<file path="src/rtl/fir_sequencer.sv">
// N-tap FIR controller driving a register-file + ALU datapath: sample/coefficient loads, delay-line shift, MAC loop.
// Optional macro FIR_ALT_SIGN_EN: alternate ADD/SUB per tap in the accumulate step.
module fir_sequencer #(
  parameter int NUM_TAPS   = 4,
  parameter int REG_ADDR_W = 4
) (
  input  logic                  clk,
  input  logic                  n_rst,
  input  logic                  dr,
  input  logic                  lc,
  input  logic                  overflow,
  output logic                  cnt_up,
  output logic                  clear,
  output logic                  modwait,
  output logic                  err,
  output logic [2:0]            op,
  output logic [REG_ADDR_W-1:0] src1,
  output logic [REG_ADDR_W-1:0] src2,
  output logic [REG_ADDR_W-1:0] dest
);

  typedef enum logic [3:0] {
    S_IDLE, S_EIDLE, S_LOADC, S_LOAD, S_ZERO, S_SHIFT, S_INSERT, S_MUL, S_ACC
  } state_t;

  localparam logic [2:0] OP_NOP   = 3'd0;
  localparam logic [2:0] OP_COPY  = 3'd1;
  localparam logic [2:0] OP_LOAD1 = 3'd2;
  localparam logic [2:0] OP_LOAD2 = 3'd3;
  localparam logic [2:0] OP_ADD   = 3'd4;
  localparam logic [2:0] OP_SUB   = 3'd5;
  localparam logic [2:0] OP_MUL   = 3'd6;

  localparam int CNT_W = 3;
  localparam logic [CNT_W-1:0] LAST_TAP = CNT_W'(NUM_TAPS - 1);

  // Register map: R0 accumulator, R1 temp, delay line from R2, coefficients after it.
  localparam logic [REG_ADDR_W-1:0] R_ACC  = REG_ADDR_W'(0);
  localparam logic [REG_ADDR_W-1:0] R_TMP  = REG_ADDR_W'(1);
  localparam logic [REG_ADDR_W-1:0] S_BASE = REG_ADDR_W'(2);
  localparam logic [REG_ADDR_W-1:0] F_BASE = REG_ADDR_W'(NUM_TAPS + 2);

  state_t           state_q, state_d;
  logic [CNT_W-1:0] tap_cnt_q, tap_cnt_d;
  logic [CNT_W-1:0] coef_idx_q, coef_idx_d;
  logic             modwait_q;

  logic [REG_ADDR_W-1:0] tap_a;
  logic [REG_ADDR_W-1:0] coef_a;
  logic [2:0]            acc_op;

  assign tap_a  = REG_ADDR_W'(tap_cnt_q);
  assign coef_a = REG_ADDR_W'(coef_idx_q);

`ifdef FIR_ALT_SIGN_EN
  assign acc_op = tap_cnt_q[0] ? OP_SUB : OP_ADD;
`else
  assign acc_op = OP_ADD;
`endif

  always_ff @(posedge clk or negedge n_rst) begin
    if (!n_rst) begin
      state_q    <= S_IDLE;
      tap_cnt_q  <= '0;
      coef_idx_q <= '0;
      modwait_q  <= 1'b0;
    end else begin
      state_q    <= state_d;
      tap_cnt_q  <= tap_cnt_d;
      coef_idx_q <= coef_idx_d;
      modwait_q  <= !((state_d == S_IDLE) || (state_d == S_EIDLE));
    end
  end

  assign modwait = modwait_q;

  always_comb begin
    state_d    = state_q;
    tap_cnt_d  = tap_cnt_q;
    coef_idx_d = coef_idx_q;
    op         = OP_NOP;
    src1       = '0;
    src2       = '0;
    dest       = '0;
    cnt_up     = 1'b0;
    clear      = 1'b0;
    err        = 1'b0;

    case (state_q)
      S_IDLE, S_EIDLE: begin
        err = (state_q == S_EIDLE);
        // A sample wins over a simultaneous coefficient load; the load is dropped.
        if (dr)      state_d = S_LOAD;
        else if (lc) state_d = S_LOADC;
      end
      S_LOADC: begin
        op         = OP_LOAD2;
        dest       = F_BASE + coef_a;
        clear      = (coef_idx_q == '0);
        coef_idx_d = (coef_idx_q == LAST_TAP) ? '0 : coef_idx_q + 1'b1;
        state_d    = S_IDLE;
      end
      S_LOAD: begin
        op      = OP_LOAD1;
        dest    = R_TMP;
        cnt_up  = 1'b1;
        state_d = dr ? S_ZERO : S_EIDLE;
      end
      S_ZERO: begin
        op        = OP_SUB;
        tap_cnt_d = LAST_TAP;
        state_d   = S_SHIFT;
      end
      S_SHIFT: begin
        op        = OP_COPY;
        src1      = S_BASE + tap_a - REG_ADDR_W'(1);
        dest      = S_BASE + tap_a;
        tap_cnt_d = tap_cnt_q - 1'b1;
        if (tap_cnt_q == CNT_W'(1)) state_d = S_INSERT;
      end
      S_INSERT: begin
        op        = OP_COPY;
        src1      = R_TMP;
        dest      = S_BASE;
        tap_cnt_d = '0;
        state_d   = S_MUL;
      end
      S_MUL: begin
        op      = OP_MUL;
        src1    = S_BASE + tap_a;
        src2    = F_BASE + tap_a;
        dest    = R_TMP;
        state_d = S_ACC;
      end
      S_ACC: begin
        op   = acc_op;
        src1 = R_ACC;
        src2 = R_TMP;
        dest = R_ACC;
        if (overflow) begin
          state_d = S_EIDLE;
        end else if (tap_cnt_q == LAST_TAP) begin
          state_d = S_IDLE;
        end else begin
          tap_cnt_d = tap_cnt_q + 1'b1;
          state_d   = S_MUL;
        end
      end
      default: state_d = S_IDLE;
    endcase
  end

endmodule
</file>
<file path="config.mk">
export PLATFORM = sky130hd
export DESIGN_NAME = fir_sequencer
export DESIGN_NICKNAME = d
export VERILOG_FILES = /design/src/rtl/fir_sequencer.sv
export SDC_FILE = /design/constraint.sdc
export NUM_CORES = 1
export LEC_CHECK = 0
export BUFFER_PORTS_ARGS = -buffer_cell sky130_fd_sc_hd__buf_4
export CORE_ASPECT_RATIO = 2
export CORE_MARGIN = 2
export CORE_UTILIZATION = 35
export CTS_CLUSTER_DIAMETER = 200
export DETAILED_ROUTE_END_ITERATION = 16
export PLACE_DENSITY_LB_ADDON = 0.1
export SYNTH_ARGS = -nofsm -noshare
export SYNTH_HDL_FRONTEND = slang
export SYNTH_SLANG_ARGS = --single-unit
</file>
<file path="constraint.sdc">
create_clock -name clk -period 3 [get_ports clk]
set_input_delay 0.15 -clock clk [delete_from_list [all_inputs] [get_ports clk]]
set_output_delay 0.15 -clock clk [all_outputs]
set_load 0.005 [all_outputs]
</file>
==> metrics.txt, run 1 <==
status=finished, final reports clean; Placer Congestion=0.811; Antenna Cells=0; Main synth FF type=dfrtp_1; Layout area overhead=22.3%; die extent in x=42.6 um; main area contributors after synthesis=dfrtp_1 (26%), ha_1 (13%), o21ai_0 (4.3%); Flop pwr share=29.4%; Final Util=43.8%; arrival time worst endpoint=2090 ps; placed cell areas=1220 um2; Total GRT Usage=16.9%; initial core utilization=35.8%; vias=1021; CTS Buf Count=3; vias in the first global route=976; DP Wirelength=2120 um; Sw Pwr=0.582 mW; worst slew pin tran=602 ps; post-synthesis sequential area ratio=26.4%; total power divided by cell area=987 nW/um2; Avg Inst Size Synth=8.27 um2; antenna violations before repair=0; post-route cell area=1270 um2; Post-CTS Hold Fix Bufs=1; Max-Cap Viols=0; Int Pwr=0.676 mW; critical path launch point type=flop; Min-Delay Path Class=primary input to flop; Post-DRT Antenna Nets=0; First-pass DRT Iterations=4; clock sink count=11; Worst VDD drop=0.412 mV; GR Util met1=19.1%; met3 usage=2.44%; post-synth top area cell=dfrtp_1; I/O Buffers=23; Die Ht=81.2 um; Layout Skew=2.00 ps; ratio of final minimum period to clock period=74.6%; H-Tree Depth=1; die area=3460 um2; first-pass GRT wire length=4520 um; Synth Warn #=0; Crit Path Max Fanout=16; Root Buffer Master=clkbuf_8; commonest cells after routing, fill and taps aside=buf_4 (23), inv_1 (12), nand2_1 (11), ha_1 (11), dfrtp_1 (11); hold violation count in the final report=0; worst path required time=2850 ps; setup_tns=0 ps; TritonCTS clock tree=built; WHS=167 ps; critical path capture point type=primary output; leakage power=0.595 nW; EDFF count, synth=0; final setup vio count=0; fmax=447 MHz; synthesized instance count=126; drt total wl=2800 um; cell area after synthesis=1040 um2; share of Yosys cell area claimed by the top area cell type=26.4%; pin count of the biggest net entering global routing=19; Worst slew margin=59.9%; CTS resizes=0; Clk pwr share=12.2%; most common cell after layout, fill and taps aside=buf_4; via-per-instance ratio=5.77; Yosys reg bits=11; Post-CTS Setup Inserts=0; clk slew on worst S/H paths=60 ps; Comb power frac=58.4%; WL per Instance=15.8 um; Final min period=2240 ps; RSZ-0062 raised after global routing=no; clock latency on the worst-skew pair=240 ps; grt peak-use layer=met2; FFs w/ async S/R, synth=100%; Synth cell types=42; GR Overflow Total=0; DRC viols=0; nets=164; M2 GR Usage=31.4%; layout cells sized above 1=22.4%; post-layout power=1.26 mW; switch share=46.3%; clk buf depth=2; DR iter-0 viols=21; Synth Net Count=142; Std-Cell Rows=28; Placeable Area=2910 um2; kind of critical path=flop to primary output; num ports=24; Final Max Tran Viols=0
[state kept, by name, indices dropped and copies added, names as in the netlist]
register    flops
state_q         4
coef_idx_q      3
tap_cnt_q       3
modwait         1
[cell families after synthesis]
kind of cell | count (synthesis) | synth area share (%)
multiplexers | 2 | 2.16
AO/OA/AOI/OAI | 34 | 22.0
buffers and inverters | 19 | 7.44
adder cells (fa/ha/maj) | 11 | 13.2
XOR/XNOR | 1 | 0.840
flip-flops | 11 | 26.4
AND/OR/NAND/NOR | 48 | 28.0
[synth_stat cells, types with 2 or more instances]
master	n
nor2_1	8
ha_1	11
o21ai_0	9
nor3b_1	4
clkbuf_1	2
nor3_1	4
nand2_1	11
o211ai_1	3
buf_2	4
a31oi_1	2
inv_1	12
mux2_2	2
a32oi_1	3
nor2b_1	6
a22oi_1	2
dfrtp_1	11
a21oi_1	6
or2_2	2
[path summary, 6_finish.rpt]
check / endpoint / startpoint / slack [ps] / cells after the start
setup / recovery: src1[1] / state_q[2]$_DFF_PN0_ / 760 / 4
min in group asynchronous: state_q[1]$_DFF_PN0_ / n_rst / 280 / 2
hold / removal: state_q[2]$_DFF_PN0_ / dr / 170 / 2
hold reg to reg: coef_idx_q[1]$_DFFE_PN0P_ / coef_idx_q[1]$_DFFE_PN0P_ / 540 / 1
setup reg to reg: tap_cnt_q[0]$_DFFE_PN0P_ / tap_cnt_q[1]$_DFFE_PN0P_ / 1180 / 5
max in group asynchronous: state_q[3]$_DFF_PN0_ / n_rst / 2560 / 2
[cell type report]
| class | instances | area [um2] |
|---|---|---|
| flip-flops and latches | 11 | 275 |
| fillers | 307 | 1630 |
| multi-input cells | 96 | 689 |
| well taps | 30 | 37.5 |
| inverters | 12 | 45.0 |
| repair buffers | 24 | 183 |
| clock buffers | 4 | 45.0 |
[critical path, cell delays in order (launching register included)]
cell     delay (ps)
dfrtp_1         670
nor2b_1         540
nand2_1         270
o22ai_1         230
buf_4           140
[through the flow]
stage | std cells | worst slack, ps
4_1_cts | 177 | 792
5_1_grt | 177 | 535
2_1_floorplan | 126 | 1380
3_3_place_gp | 172 | 1070
6_report | 177 | 763
3_5_place_dp | 172 | 1050
[layer usage]
layer | up-vias | wire, um
met4 | 0 | 17
met1 | 487 | 1150
met2 | 33 | 1510
li1 | 499 | -
met5 | - | 0
met3 | 2 | 127
[power groups by stage]
stage	combinational, mW	clock (mW)	sequential, mW
floorplan	0.569	0	0.266
finish	0.735	0.154	0.369
global route	0.820	0.163	0.384
global placement	0.737	0	0.370
CTS	0.743	0.154	0.365
detailed placement	0.738	0	0.370
Note: power is estimated with default switching activity, not from simulation.
==> run 2, diff against run 1 <==
Clock period 3 ns to 2 ns, I/O delays scaled along.
==> metrics.txt, run 2 (synthesized netlist as in run 1, its figures left out) <==
Post-CTS Setup Inserts=0; num ports=24; Reg2Reg Launch Point=tap_cnt_q[1]$_DFFE_PN0P_; fmax=544 MHz; number of flip-flops in the largest register=4; TritonCTS clock tree=built; Std-Cell Rows=28; commonest cells after routing, fill and taps aside=buf_4 (31), inv_1 (12), nand2_1 (11), ha_1 (11), dfrtp_1 (11); kind of critical path=flop to primary output; H-Tree Depth=1; GR Overflow Total=0; vias=1072; clock latency on the worst-skew pair=250 ps; die extent in x=42.6 um; r2r endpoint=tap_cnt_q[0]$_DFFE_PN0P_; setup_tns=0 ps; total power divided by cell area=1510 nW/um2; status=finished, final reports clean; Post-CTS Hold Fix Bufs=1; Max-Cap Viols=0; drt total wl=3050 um; Placer Congestion=0.860; Worst slew margin=68.3%; leakage power=0.638 nW; ratio of final minimum period to clock period=91.9%; DRC viols=0; Largest Register=state_q; worst hold endpoint=state_q[2]$_DFF_PN0_; post-route cell area=1340 um2; via-per-instance ratio=5.79; worst hold stages=2; I/O Buffers=23; RSZ-0062 raised after global routing=no; Final min period=1840 ps; critical path launch point type=flop; Die Ht=81.2 um; antenna violations before repair=0; Antenna Cells=0; First-pass DRT Iterations=4; Layout area overhead=28.2%; critical path capture point type=primary output; most common cell after layout, fill and taps aside=buf_4; Min-Delay Path Class=primary input to flop; worst path required time=1900 ps; DP Wirelength=2420 um; Placeable Area=2910 um2; DR iter-0 viols=23; filler instances=313; hold_sp=dr; first-pass GRT wire length=4970 um; CTS Buf Count=3; Top Registers=state_q x4, coef_idx_q x3, tap_cnt_q x3; layout cells sized above 1=27.1%; initial core utilization=35.8%; Root Buffer Master=clkbuf_8; Total GRT Usage=19.0%; cells on worst reg2reg path=5; clk slew on worst S/H paths=60 ps; final setup vio count=0; CTS resizes=0; setup slack, reg-to-reg=260 ps; clock sink count=11; pin count of the biggest net entering global routing=14; Worst VDD drop=0.685 mV; Post-DRT Antenna Nets=0; hold violation count in the final report=0; Crit Path Max Fanout=13; Final Max Tran Viols=0; arrival time worst endpoint=1740 ps; die area=3460 um2; nets=172; worst slew pin tran=475 ps; WL per Instance=16.5 um; vias in the first global route=1066; Layout Skew=5.11 ps; placed cell areas=1280 um2; clk buf depth=2
[run 2: layer usage]
metal / wire (um) / global-route usage, % / part of all wire, % / vias up
met5: 0 / 0 / 0 / -
met4: 38 / 5.63 / 1.2 / 0
met3: 123 / 2.44 / 4.0 / 5
met2: 1740 / 38.3 / 57 / 30
met1: 1150 / 19.5 / 38 / 521
li1: - / - / - / 516
[run 2: report_power, final]
group | total, mW | switching [mW] | internal, mW
registers | 0.505 | 0.190 | 0.315
clock network | 0.239 | 0.101 | 0.138
logic | 1.27 | 0.629 | 0.639
[run 2: final cells by class]
cell class / instances / area [um2] / area share (%)
repair buffers: 32 / 243 / 18.2
well taps: 30 / 37.5 / 2.81
clock buffers: 3 / 41.3 / 3.09
inverters: 12 / 45.0 / 3.37
multi-input cells: 96 / 689 / 51.6
clock inverters: 1 / 5.00 / 0.375
flip-flops and latches: 11 / 275 / 20.6
[run 2: stage by stage]
stage | std cells | hold WS [ps] | utilization (%) | power, mW | setup slack, ps
after floorplan | 126 | -196 | - | 1.25 | 383
after global placement | 180 | -46.4 | 44.0 | 1.76 | 302
after detailed placement | 180 | -45.5 | 44.0 | 1.78 | 285
after CTS | 185 | 106 | 46.0 | 2.02 | 143
after global routing | 185 | 114 | 46.0 | 2.19 | 7.53
final | 185 | 103 | 46.0 | 2.01 | 163
[run 2: worst max-delay path, stage by stage (launching register included)]
cell and delay (ps):
dfrtp_1 630, nor2b_1 320, nand2_1 190, nor3b_1 210, buf_4 140
[run 2: how the worst max path moves through the flow]
stage	startpoint	to	slack [ps]
4_1_cts	state_q[1]$_DFF_PN0_	clear	140
3_3_place_gp	tap_cnt_q[1]$_DFFE_PN0P_	tap_cnt_q[0]$_DFFE_PN0P_	300
2_1_floorplan	tap_cnt_q[1]$_DFFE_PN0P_	tap_cnt_q[0]$_DFFE_PN0P_	380
3_5_place_dp	tap_cnt_q[1]$_DFFE_PN0P_	tap_cnt_q[0]$_DFFE_PN0P_	290
6_report	state_q[1]$_DFF_PN0_	clear	160
5_1_grt	state_q[1]$_DFF_PN0_	dest[3]	8
==> run 3, diff against run 2 <==
Clock period 2 ns to 1.5 ns, I/O delays scaled along.
==> metrics.txt, run 3 (synthesized netlist as in run 1, its figures left out) <==
r2r endpoint=tap_cnt_q[1]$_DFFE_PN0P_; Worst slew margin=78.5%; failing checks=setup timing; CP dominant cell by count=buf_6; First-pass DRT Iterations=4; Total GRT Usage=21.5%; Worst VDD drop=1.19 mV; I/O Buffers=23; setup slack, reg-to-reg=10 ps; ordered list of cells on the worst path=buf_6, buf_6, o32ai_2, nor2b_2, buf_4; WL met3=69 um; Placeable Area=2910 um2; vias in the first global route=1220; first-pass GRT wire length=5610 um; Worst path depth=5; CP endpoint=dest[0]; kind of critical path=flop to primary output; final setup vio count=5; number of flip-flops in the largest register=4; critical path launch point type=flop; antenna violations before repair=0; Final Max Tran Viols=0; num ports=24; Final min period=1520 ps; clock sink count=11; worst slew pin tran=321 ps; Largest Register=state_q; DRC viols=0; worst path required time=1420 ps; Top Registers=state_q x4, coef_idx_q x3, tap_cnt_q x3; clk buf depth=2; Crit path max-delay family=flip-flops; drt total wl=3650 um; Layout area overhead=80.3%; ratio of final minimum period to clock period=102%; H-Tree Depth=1; arrival time worst endpoint=1450 ps; clock latency on the worst-skew pair=240 ps; DR iter-0 viols=25; WL per Instance=16.4 um; pin count of the biggest net entering global routing=12; Reg2Reg Launch Point=state_q[1]$_DFF_PN0_; setup_tns=-68.3 ps; DP Wirelength=2600 um; GR Overflow Total=0; Min-Delay Path Class=primary input to flop; die extent in x=42.6 um; total power divided by cell area=2060 nW/um2; Antenna Cells=0; leakage power=0.852 nW; hold violation count in the final report=0; Max-Cap Viols=0; RSZ-0062 raised after global routing=yes; crit path launch=state_q[2]$_DFF_PN0_; critical path capture point type=primary output; Std-Cell Rows=28; Layout Skew=2.61 ps; initial core utilization=35.8%; CP peak stage delay=420 ps; CTS Buf Count=3; WHS=85.8 ps; met2 WL post-DR=2090 um; Root Buffer Master=clkbuf_8; commonest cells after routing, fill and taps aside=buf_4 (60), nand2_1 (7), inv_1 (7), dfrtp_1 (7), buf_6 (7); WL met1=1380 um; layout cells sized above 1=64.1%; via-per-instance ratio=5.50; die area=3460 um2; vias=1221; PnR worst setup slack=-23.7 ps; status=finished, violations left; cells on worst reg2reg path=4; Post-DRT Antenna Nets=0; TritonCTS clock tree=built; crit path buf inv count=3; Final Util=64.6%; Die Ht=81.2 um; Top Layer Used=met4; clk slew on worst S/H paths=50 ps; Crit Path Max Fanout=5; Placer Congestion=0.856; Slowest-stage cell, CP=dfrtp_1; nets=209; fmax=656 MHz; most common cell after layout, fill and taps aside=buf_4
==> run 3: worst min-delay path by stage <==
stage,startpoint,endpoint,cells after the start
global route,dr,state_q[2]$_DFF_PN0_,2
floorplan,n_rst,coef_idx_q[0]$_DFFE_PN0P_,0
finish,dr,state_q[2]$_DFF_PN0_,2
global placement,n_rst,state_q[2]$_DFF_PN0_,1
detailed placement,n_rst,state_q[2]$_DFF_PN0_,1
CTS,dr,state_q[2]$_DFF_PN0_,2
==> run 3: power by group <==
group	internal, mW	switching (mW)	total, mW
combinational	1.61	1.38	2.98
clock	0.188	0.126	0.313
sequential	0.432	0.142	0.574
==> run 3: layout make-up <==
cell class	instances	area, um2
repair buffers	69	559
fillers	241	1030
flip-flops and latches	11	280
clock buffers	4	45.0
well taps	30	37.5
multi-input cells	96	908
inverters	12	48.8
==> run 3: stage by stage <==
step / std cells / worst slack, ps / instance area (um2) / total power [mW]
after floorplan: 126 / 16.4 / 1050 / 1.68
after global placement: 198 / -37.6 / 1420 / 2.65
after detailed placement: 198 / -37.0 / 1420 / 2.65
after CTS: 214 / -10.8 / 1680 / 3.39
after global routing: 222 / -114 / 1880 / 4.16
final: 222 / -23.7 / 1880 / 3.87
==> run 3: layer usage <==
metal	vias up	GRT usage, %
met2	26	41.2
met3	12	2.00
met5	-	0
li1	587	-
met1	596	22.5
met4	0	10.3
==> run 3: what timing repair did <==
action                     in CTS  in global routing
setup endpoints to repair      19                 22
setup buffers                  11                  9
pin swaps                       8                 12
cloned                          0                  0
resized for setup              31                 39
hold endpoints to repair       11                  0
hold buffers                    1                  0
